==> src/rtl/uart_frame_rx_pkg.sv <==
// Shared types and constants for the UART frame receiver.
// Holds state encodings, abort cause codes and the default sync marker.
package uart_frame_rx_pkg;

  localparam logic [7:0] SYNC_DEFAULT = 8'hA5;

  localparam logic [1:0] ERR_NONE     = 2'd0;
  localparam logic [1:0] ERR_FRAMING  = 2'd1;
  localparam logic [1:0] ERR_CHECKSUM = 2'd2;
  localparam logic [1:0] ERR_TIMEOUT  = 2'd3;

  typedef enum logic [1:0] {
    P_HUNT,
    P_LOAD,
    P_CHECK
  } parse_state_t;

  typedef enum logic [1:0] {
    RX_IDLE,
    RX_START,
    RX_DATA,
    RX_STOP
  } rx_state_t;

endpackage

==> src/rtl/uart_rx_byte.sv <==
// 8N1 byte receiver: 2-FF synchronizer, mid-bit sampling, stop check.
// Emits one-cycle byte_valid or framing_err pulses.
module uart_rx_byte
  import uart_frame_rx_pkg::*;
#(
  parameter int CLKS_PER_BIT = 104
) (
  input  logic       CLK,
  input  logic       RST,
  input  logic       RX,
  output logic [7:0] byte_data,
  output logic       byte_valid,
  output logic       framing_err
);

  localparam int CW = $clog2(CLKS_PER_BIT);
  localparam logic [CW-1:0] HALF_M1 = CW'(CLKS_PER_BIT / 2 - 1);
  localparam logic [CW-1:0] FULL_M1 = CW'(CLKS_PER_BIT - 1);

  rx_state_t     r_state;
  logic          r_meta;
  logic          r_sync;
  logic          r_prev;
  logic [CW-1:0] r_cnt;
  logic [2:0]    r_bit;
  logic [7:0]    r_shift;
  logic          w_half;
  logic          w_full;

  assign w_half = (r_cnt == HALF_M1);
  assign w_full = (r_cnt == FULL_M1);

  always_ff @(posedge CLK or posedge RST) begin
    if (RST) begin
      r_state     <= RX_IDLE;
      r_meta      <= 1'b1;
      r_sync      <= 1'b1;
      r_prev      <= 1'b1;
      r_cnt       <= '0;
      r_bit       <= '0;
      r_shift     <= '0;
      byte_data   <= '0;
      byte_valid  <= 1'b0;
      framing_err <= 1'b0;
    end else begin
      r_meta      <= RX;
      r_sync      <= r_meta;
      r_prev      <= r_sync;
      byte_valid  <= 1'b0;
      framing_err <= 1'b0;
      unique case (r_state)
        RX_IDLE: begin
          r_cnt <= '0;
          r_bit <= '0;
          if (r_prev && !r_sync) r_state <= RX_START;
        end
        RX_START: begin
          if (w_half) begin
            r_cnt   <= '0;
            // a start bit that is high again at mid-bit was a glitch
            r_state <= r_sync ? RX_IDLE : RX_DATA;
          end else begin
            r_cnt <= r_cnt + 1'b1;
          end
        end
        RX_DATA: begin
          if (w_full) begin
            r_cnt   <= '0;
            r_shift <= {r_sync, r_shift[7:1]};
            r_bit   <= r_bit + 1'b1;
            if (r_bit == 3'd7) r_state <= RX_STOP;
          end else begin
            r_cnt <= r_cnt + 1'b1;
          end
        end
        RX_STOP: begin
          if (w_full) begin
            r_cnt   <= '0;
            r_state <= RX_IDLE;
            if (r_sync) begin
              byte_valid <= 1'b1;
              byte_data  <= r_shift;
            end else begin
              framing_err <= 1'b1;
            end
          end else begin
            r_cnt <= r_cnt + 1'b1;
          end
        end
        default: r_state <= RX_IDLE;
      endcase
    end
  end

endmodule

==> src/rtl/uart_frame_rx.sv <==
// Frame parser over uart_rx_byte: SYNC + payload + checksum into a
// double-buffered column store read by the display sequencer.
module uart_frame_rx
  import uart_frame_rx_pkg::*;
#(
  parameter int         CLK_HZ       = 12_000_000,
  parameter int         BAUD         = 115_200,
  parameter logic [7:0] SYNC_BYTE    = SYNC_DEFAULT,
  parameter int         FRAME_LEN    = 16,
  parameter int         TIMEOUT_BITS = 20
) (
  input  logic                         CLK,
  input  logic                         RST,
  input  logic                         RX,
  input  logic [$clog2(FRAME_LEN)-1:0] rd_addr,
  output logic [7:0]                   rd_data,
  output logic                         frame_done,
  output logic                         frame_err,
  output logic [1:0]                   err_code,
  output logic                         busy
);

  localparam int AW     = $clog2(FRAME_LEN);
  localparam int AW1    = AW + 1;
  localparam int CPB    = CLK_HZ / BAUD;
  localparam int TO_LIM = TIMEOUT_BITS * CPB;
  localparam int TW     = $clog2(TO_LIM + 1);
  localparam logic [AW-1:0] LAST   = AW'(FRAME_LEN - 1);
  localparam logic [AW:0]   LEN    = AW1'(FRAME_LEN);
  localparam logic [TW-1:0] TO_MAX = TW'(TO_LIM);

  logic [7:0]    w_byte;
  logic          w_byte_valid;
  logic          w_ferr;
  logic          w_timeout;
  logic          w_in_range;

  parse_state_t  r_state;
  logic          r_active;
  logic [AW-1:0] r_idx;
  logic [7:0]    r_sum;
  logic [TW-1:0] r_tcnt;
  logic [7:0]    r_bank [2][FRAME_LEN];

  uart_rx_byte #(
    .CLKS_PER_BIT(CPB)
  ) u_rx (
    .CLK        (CLK),
    .RST        (RST),
    .RX         (RX),
    .byte_data  (w_byte),
    .byte_valid (w_byte_valid),
    .framing_err(w_ferr)
  );

  assign w_timeout  = (r_tcnt == TO_MAX);
  assign w_in_range = ({1'b0, rd_addr} < LEN);
  assign busy       = (r_state != P_HUNT);

  always_ff @(posedge CLK or posedge RST) begin
    if (RST) begin
      r_state    <= P_HUNT;
      r_active   <= 1'b0;
      r_idx      <= '0;
      r_sum      <= '0;
      r_tcnt     <= '0;
      rd_data    <= '0;
      frame_done <= 1'b0;
      frame_err  <= 1'b0;
      err_code   <= ERR_NONE;
      for (int b = 0; b < 2; b++)
        for (int i = 0; i < FRAME_LEN; i++)
          r_bank[b][i] <= '0;
    end else begin
      frame_done <= 1'b0;
      frame_err  <= 1'b0;
      rd_data    <= w_in_range ? r_bank[r_active][rd_addr] : 8'h00;

      if (busy && !w_byte_valid) r_tcnt <= r_tcnt + 1'b1;
      else                       r_tcnt <= '0;

      unique case (r_state)
        P_HUNT: begin
          if (w_byte_valid && w_byte == SYNC_BYTE) begin
            r_state <= P_LOAD;
            r_idx   <= '0;
            r_sum   <= '0;
          end
        end
        P_LOAD, P_CHECK: begin
          // a completed byte outranks a same-cycle timeout
          if (w_byte_valid) begin
            if (r_state == P_LOAD) begin
              r_bank[~r_active][r_idx] <= w_byte;
              r_sum <= r_sum + w_byte;
              r_idx <= r_idx + 1'b1;
              if (r_idx == LAST) r_state <= P_CHECK;
            end else begin
              r_state <= P_HUNT;
              if (w_byte == r_sum) begin
                r_active   <= ~r_active;
                frame_done <= 1'b1;
              end else begin
                frame_err <= 1'b1;
                err_code  <= ERR_CHECKSUM;
              end
            end
          end else if (w_ferr) begin
            r_state   <= P_HUNT;
            frame_err <= 1'b1;
            err_code  <= ERR_FRAMING;
          end else if (w_timeout) begin
            r_state   <= P_HUNT;
            frame_err <= 1'b1;
            err_code  <= ERR_TIMEOUT;
          end
        end
        default: r_state <= P_HUNT;
      endcase
    end
  end

endmodule

==> config.mk <==
export PLATFORM = sky130hd
export DESIGN_NAME = uart_frame_rx
export DESIGN_NICKNAME = d
export VERILOG_FILES = /design/src/rtl/uart_frame_rx_pkg.sv /design/src/rtl/uart_rx_byte.sv /design/src/rtl/uart_frame_rx.sv
export SDC_FILE = /design/constraint.sdc
export NUM_CORES = 1
export LEC_CHECK = 0
export CAP_MARGIN = 10
export CORE_ASPECT_RATIO = 0.8
export CORE_UTILIZATION = 30
export CTS_CLUSTER_SIZE = 28
export DETAILED_ROUTE_END_ITERATION = 6
export GPL_TIMING_DRIVEN = 0
export PLACE_DENSITY = 0.56
export SETUP_SLACK_MARGIN = 0.4
export SLEW_MARGIN = 20
export SYNTH_ARGS = -nofsm -noshare
export SYNTH_HDL_FRONTEND = slang
export SYNTH_HIERARCHICAL = 1
export SYNTH_SLANG_ARGS = --single-unit
==> constraint.sdc <==
create_clock -name CLK -period 10.6 [get_ports CLK]
set_clock_uncertainty 0.15 [all_clocks]
set_input_delay 2.12 -clock CLK [delete_from_list [all_inputs] [get_ports CLK]]
set_output_delay 2.12 -clock CLK [all_outputs]
set_load 0.05 [all_outputs]
# Word level (Yosys, flattened, before mapping)
# Index checks and enable logic that the tools add are counted.
dict set report op_classes {
  n_addsub 5
  order_cmp 6
  eq_ne 24
  mux 60
  bitwise_logic 6
  n_reduce_logical 24
}
# cell n
set op_table {}
lappend op_table {{$mux W128} 4}
lappend op_table {{$bwmux W256} 1}
lappend op_table {{$demux W128 S1} 1}
lappend op_table {{$mux W8} 6}
lappend op_table {{$mux W2} 17}
lappend op_table {{$bmux W8 S4} 1}
lappend op_table {{$demux W8 S4} 1}
lappend op_table {{$pmux W7 S3} 1}
lappend op_table {{$mux W1} 16}
lappend op_table {{$pmux W8 S2} 1}
lappend op_table {{$mux W7} 2}
lappend op_table {{$add A12 B1 Y12 const B} 1}
lappend op_table {{$eq A12 B12 Y1 const B} 1}
lappend op_table {{$mux W12} 1}
lappend op_table {{$mux W4} 3}
lappend op_table {{$ne A2 B1 Y1 const B} 6}
lappend op_table {{$reduce_and A4 Y1} 3}
lappend op_table {{$ge A5 B5 Y1 const B} 2}
lappend op_table {{$not A4 Y5} 2}
lappend op_table {{$reduce_and A3 Y1} 3}
lappend op_table {{$add A8 B8 Y8} 1}
lappend op_table {{$eq A8 B8 Y1} 1}
lappend op_table {{$eq A8 B8 Y1 const B} 1}
lappend op_table {{$ne A2 B2 Y1 const B} 4}
lappend op_table {{29 further kinds} 45}
dict set report word_totals {
  register_bits 328
  input_bits 7
  out_inout_bits 13
  word_cells 176
}

# Logic depth before layout (Yosys ltp)
# Gate-level depths: netlist of the first run.
dict set report depth {
  word_depth 8
  mapped_depth 9
  depth_no_buf 7
}

# By module
# The synthesis of the first run kept the hierarchy.
# module instances cells_per_inst area_per_inst_um2
set by_module_without_submodules {}
lappend by_module_without_submodules {uart_frame_rx 1 900 13673.1}
lappend by_module_without_submodules {uart_rx_byte 1 110 1473.9}

# Worst setup path before layout of the first run
# No wires, ideal clock.
dict set report synth_path {
  kind {input to register}
  start {in rd_addr[0]}
  end {reg rd_data[0]}
  setup_time_ns 0.125
  arrival_ns 3.719
  t_required_ns 10.325
  slack_ns 6.606
  cell_stages 6
  n_path_buf 3
  cell_sequence {buf_6 -> buf_2 -> buf_2 -> mux4_2 -> mux4_2 -> mux2_2}
}
dict set report synth_via {
  elab_chain_len 4
}
# item line
set synth_lines {}
lappend synth_lines {{start, declared} uart_frame_rx.sv:15} ;# input logic [$clog2(FRAME_LEN)-1:0] rd_addr,
lappend synth_lines {{$not A4 Y5 (not written as such)} uart_frame_rx.sv:77} ;# rd_data <= w_in_range ? r_bank[r_active][rd_addr] : 8'h00;
lappend synth_lines {{$bmux W8 S4} uart_frame_rx.sv:77}
lappend synth_lines {{$mux W8 (not written as such) (2 in a row)} uart_frame_rx.sv:77}
lappend synth_lines {{end signal, assigned} uart_frame_rx.sv:77}
lappend synth_lines {{end, declared} uart_frame_rx.sv:16} ;# output logic [7:0] rd_data,
# Every way passes these cells. The select of a mux whose other input is x is not followed.
# A chain may end at the register's enable or synchronous reset.

==> flow_summary.toml, run 1 <==
[route]
ant_nets = 0
wl_per_cell_um = 21.94
viasPerCell = 5.044
drtIter0Drc = 572
wirelength_um = 39030
routed-via-count = 8974
drt_pass1_iterations = 5
drc = 0

[worst_setup_path]
crit_type = "flop to output port"
crit_chain = "inv_1, ha_1, inv_1, clkdlybuf4s50_1"
r2r_slack_ns = 7.82
path_max_fanout = 5
startpoint_type = "flop"
cp_common_cell = "inv_1"
slowest_stage = "clkdlybuf4s50_1"
cp.arrival_ns = 2.20
worstSetupEndpointType = "output port"
required_ns = 8.33
critical_path.max_stage_delay_ns = 0.84

[min_path]
holdCritPathClass = "flop to flop"

[final_layout]
mostFrequentLayoutCells = "325 x dfrtp_1, 275 x mux2_2, 80 x mux4_2"
fin_nets = 1102
final_util_pct = 35.35
area_delta_synth_final_pct = 16.18
mostFrequentLayoutCell = "dfrtp_1"
drive_gt1_share_pct = 41.43
final_cells = 1779
final_area_mm2 = 0.01760

[timing]
setup_ws_ns = 6.129
holdWs_ns = 0.2055
maxClockFrequency_mhz = 223.7
drv_slew = 0
hold_violations = 0
setup_tns_ns = 0
fin_crit_sh_pct = 42.18
setup_violations = 0
rsz0062_at_grt = "false"
tightestPinTransition_ns = 0.9548
period_minus_slack_ns = 4.471
relSlewSlack_pct = 36.35

[synth]
synth-seq-cells = 328
ys_seq_area_share_pct = 54.21
syn_area_per_cell_um2 = 15.00
ys_types = 62
synth_nets = 1037
syn_area_mm2 = 0.01515
ys_async_sr_fraction_pct = 100.0
ys_top_cells_by_area = "dfrtp_1 54%, mux2_2 20%, mux4_2 12%"
syn_inst = 1010
synth.yosys.warnings = 6
synth_enable_flop_cells = 0
synth_top_cell_by_area = "dfrtp_1"
dominantRegCellSynth = "dfrtp_1"
synth_top_area_share_pct = 53.69

[power]
p_sw_mw = 0.6437
vdd_ir_drop_max_mv = 0.08812
power_mw = 2.721
p_leak_nw = 8.308
clock_power_share_pct = 47.9
comb_power_share_pct = 4.9
p_int_mw = 2.078
p_seq_share_pct = 47.2
swShare_pct = 23.65
powerDensity_mw_per_mm2 = 154.6

[global_route]
grt_max_degree = 35
grt_antenna_before_repair = 3
grt_pass1_wl_um = 60300
grtUsageTotal_pct = 15.92
grt_pass1_vias = 9267
grt_overflow_total = 0

[die]
fp-row-count = 73
die_x_um = 253.2
coreArea_mm2 = 0.04978
num_io_pins = 20
initial_core_util_pct = 30.43
die_h_um = 203.0
dieArea_mm2 = 0.05140

[run_status]
status = "completed"

[cts]
cts_hold_buf = 0
clk_pin_slew_ns = 0.06
ctsResizeCount = 0
cts_tree = "built"
cts_buffers = 38
cts_buffer_depth = 3
clock-sinks = 328
clk_latency_ns = 0.56
post_cts_buffers = 0
htree_levels = 2
cts_root_buf = "clkbuf_16"

[placed_design]
pre_cts_ws_ns = 5.963
placed_area_mm2 = 0.01636
dp_cells = 1710
dp_hpwl_um = 26780
gp_congestion = 0.8487
portBuffers = 15

[job]
max-cap-violations = 0
metal layers:
| layer | GRT usage, % | vias to the layer above | share of wire, % |
|---|---|---|---|
| met3 | 2.628 | 68 | 4.4 |
| met2 | 23.10 | 193 | 45 |
| li1 | - | 3870 | - |
| met1 | 23.98 | 4843 | 49 |
| met4 | 5.152 | 0 | 2.5 |
| met5 | 0 | - | 0 |
flip-flops by register name, indices dropped and copies added (netlist names), 2 cells and up, named ones only:
signal          flops
r_bank            256
r_tcnt             12
u_rx/r_bit          3
err_code            2
u_rx/r_cnt          7
r_state             2
rd_data             8
u_rx/r_shift        8
r_sum               8
r_idx               4
u_rx/byte_data      8
cell usage after synthesis (9+ instances only):
cell,number
nor2_1,20
mux4_2,80
clkbuf_1,47
buf_2,11
inv_1,15
a21oi_1,13
mux2_2,275
nand3_1,12
nand2_1,50
and3_1,15
ha_1,19
xnor2_1,10
dfrtp_1,325
xor2_1,9
o21ai_0,14
nor2b_1,9
cells by family (layout without fill, tap and decap cells):
family	count (synthesis)	in the layout	synth area share [%]
fa+ha+maj	20	20	1.702
flops	328	328	54.21
mux	363	363	32.92
xor+xnor	19	19	1.099
simple gates	141	141	5.245
other cells	0	1	0
buf+inv	83	176	2.371
compound gates	56	56	2.453
critical path: cells and delay by family, from the launching register on:
| kind | cells | cell delay, ns |
|---|---|---|
| buf+inv | 3 | 1.08 |
| flops | 1 | 0.35 |
| fa+ha+maj | 1 | 0.20 |
area by class of cell:
cell class                      count  area, um2
Fill cell                        4757      32180
Sequential cell                   328       8212
Multi-Input combinational cell    599       6576
Clock buffer                       58       1116
Tap cell                          675      844.6
Timing Repair Buffer               25      365.4
Buffer                             68      302.8
Clock inverter                     10      118.9
Inverter                           15      60.06
Antenna cell                        1      2.502
final timing paths:
path / startpoint / end / depth (start not counted)
max: r_state[0] / busy / 4
min: u_rx/r_meta / u_rx/r_sync / 0
max reg2reg: r_active / rd_data[2] / 6
min reg2reg: u_rx/r_meta / u_rx/r_sync / 0
max in group asynchronous: RST / r_bank[233] / 6
min in group asynchronous: RST / r_sum[7] / 2
power groups by stage:
| stage | sequential [mW] | combinational (mW) | clock [mW] |
|---|---|---|---|
| finish | 1.28 | 0.133 | 1.30 |
| global route | 1.29 | 0.147 | 1.39 |
| CTS | 1.28 | 0.136 | 1.34 |
| detailed placement | 1.31 | 0.135 | 0 |
| global placement | 1.31 | 0.124 | 0 |
| floorplan | 1.30 | 0.0987 | 0 |
Note: power is estimated with default switching activity, not from simulation.
==> run 2: changes to the inputs <==
==> constraint.sdc (replaced) <==
create_clock -name CLK -period 4.01 [get_ports CLK]
set_clock_uncertainty 0.15 [all_clocks]
set_input_delay 0.802 -clock CLK [delete_from_list [all_inputs] [get_ports CLK]]
set_output_delay 0.802 -clock CLK [all_outputs]
set_load 0.05 [all_outputs]
==> results of run 2 <==
Same layout as run 1 (identical final DEF). Status: completed.
Main changes from that run: setup slack after placement 5.963 ns -> 0.6907 ns; setup slack after layout 6.129 ns -> 0.8572 ns; register-to-register setup slack 7.82 ns -> 1.23 ns; total power 2.721 mW -> 7.194 mW; worst IR drop on VDD 0.08812 mV -> 0.2329 mV
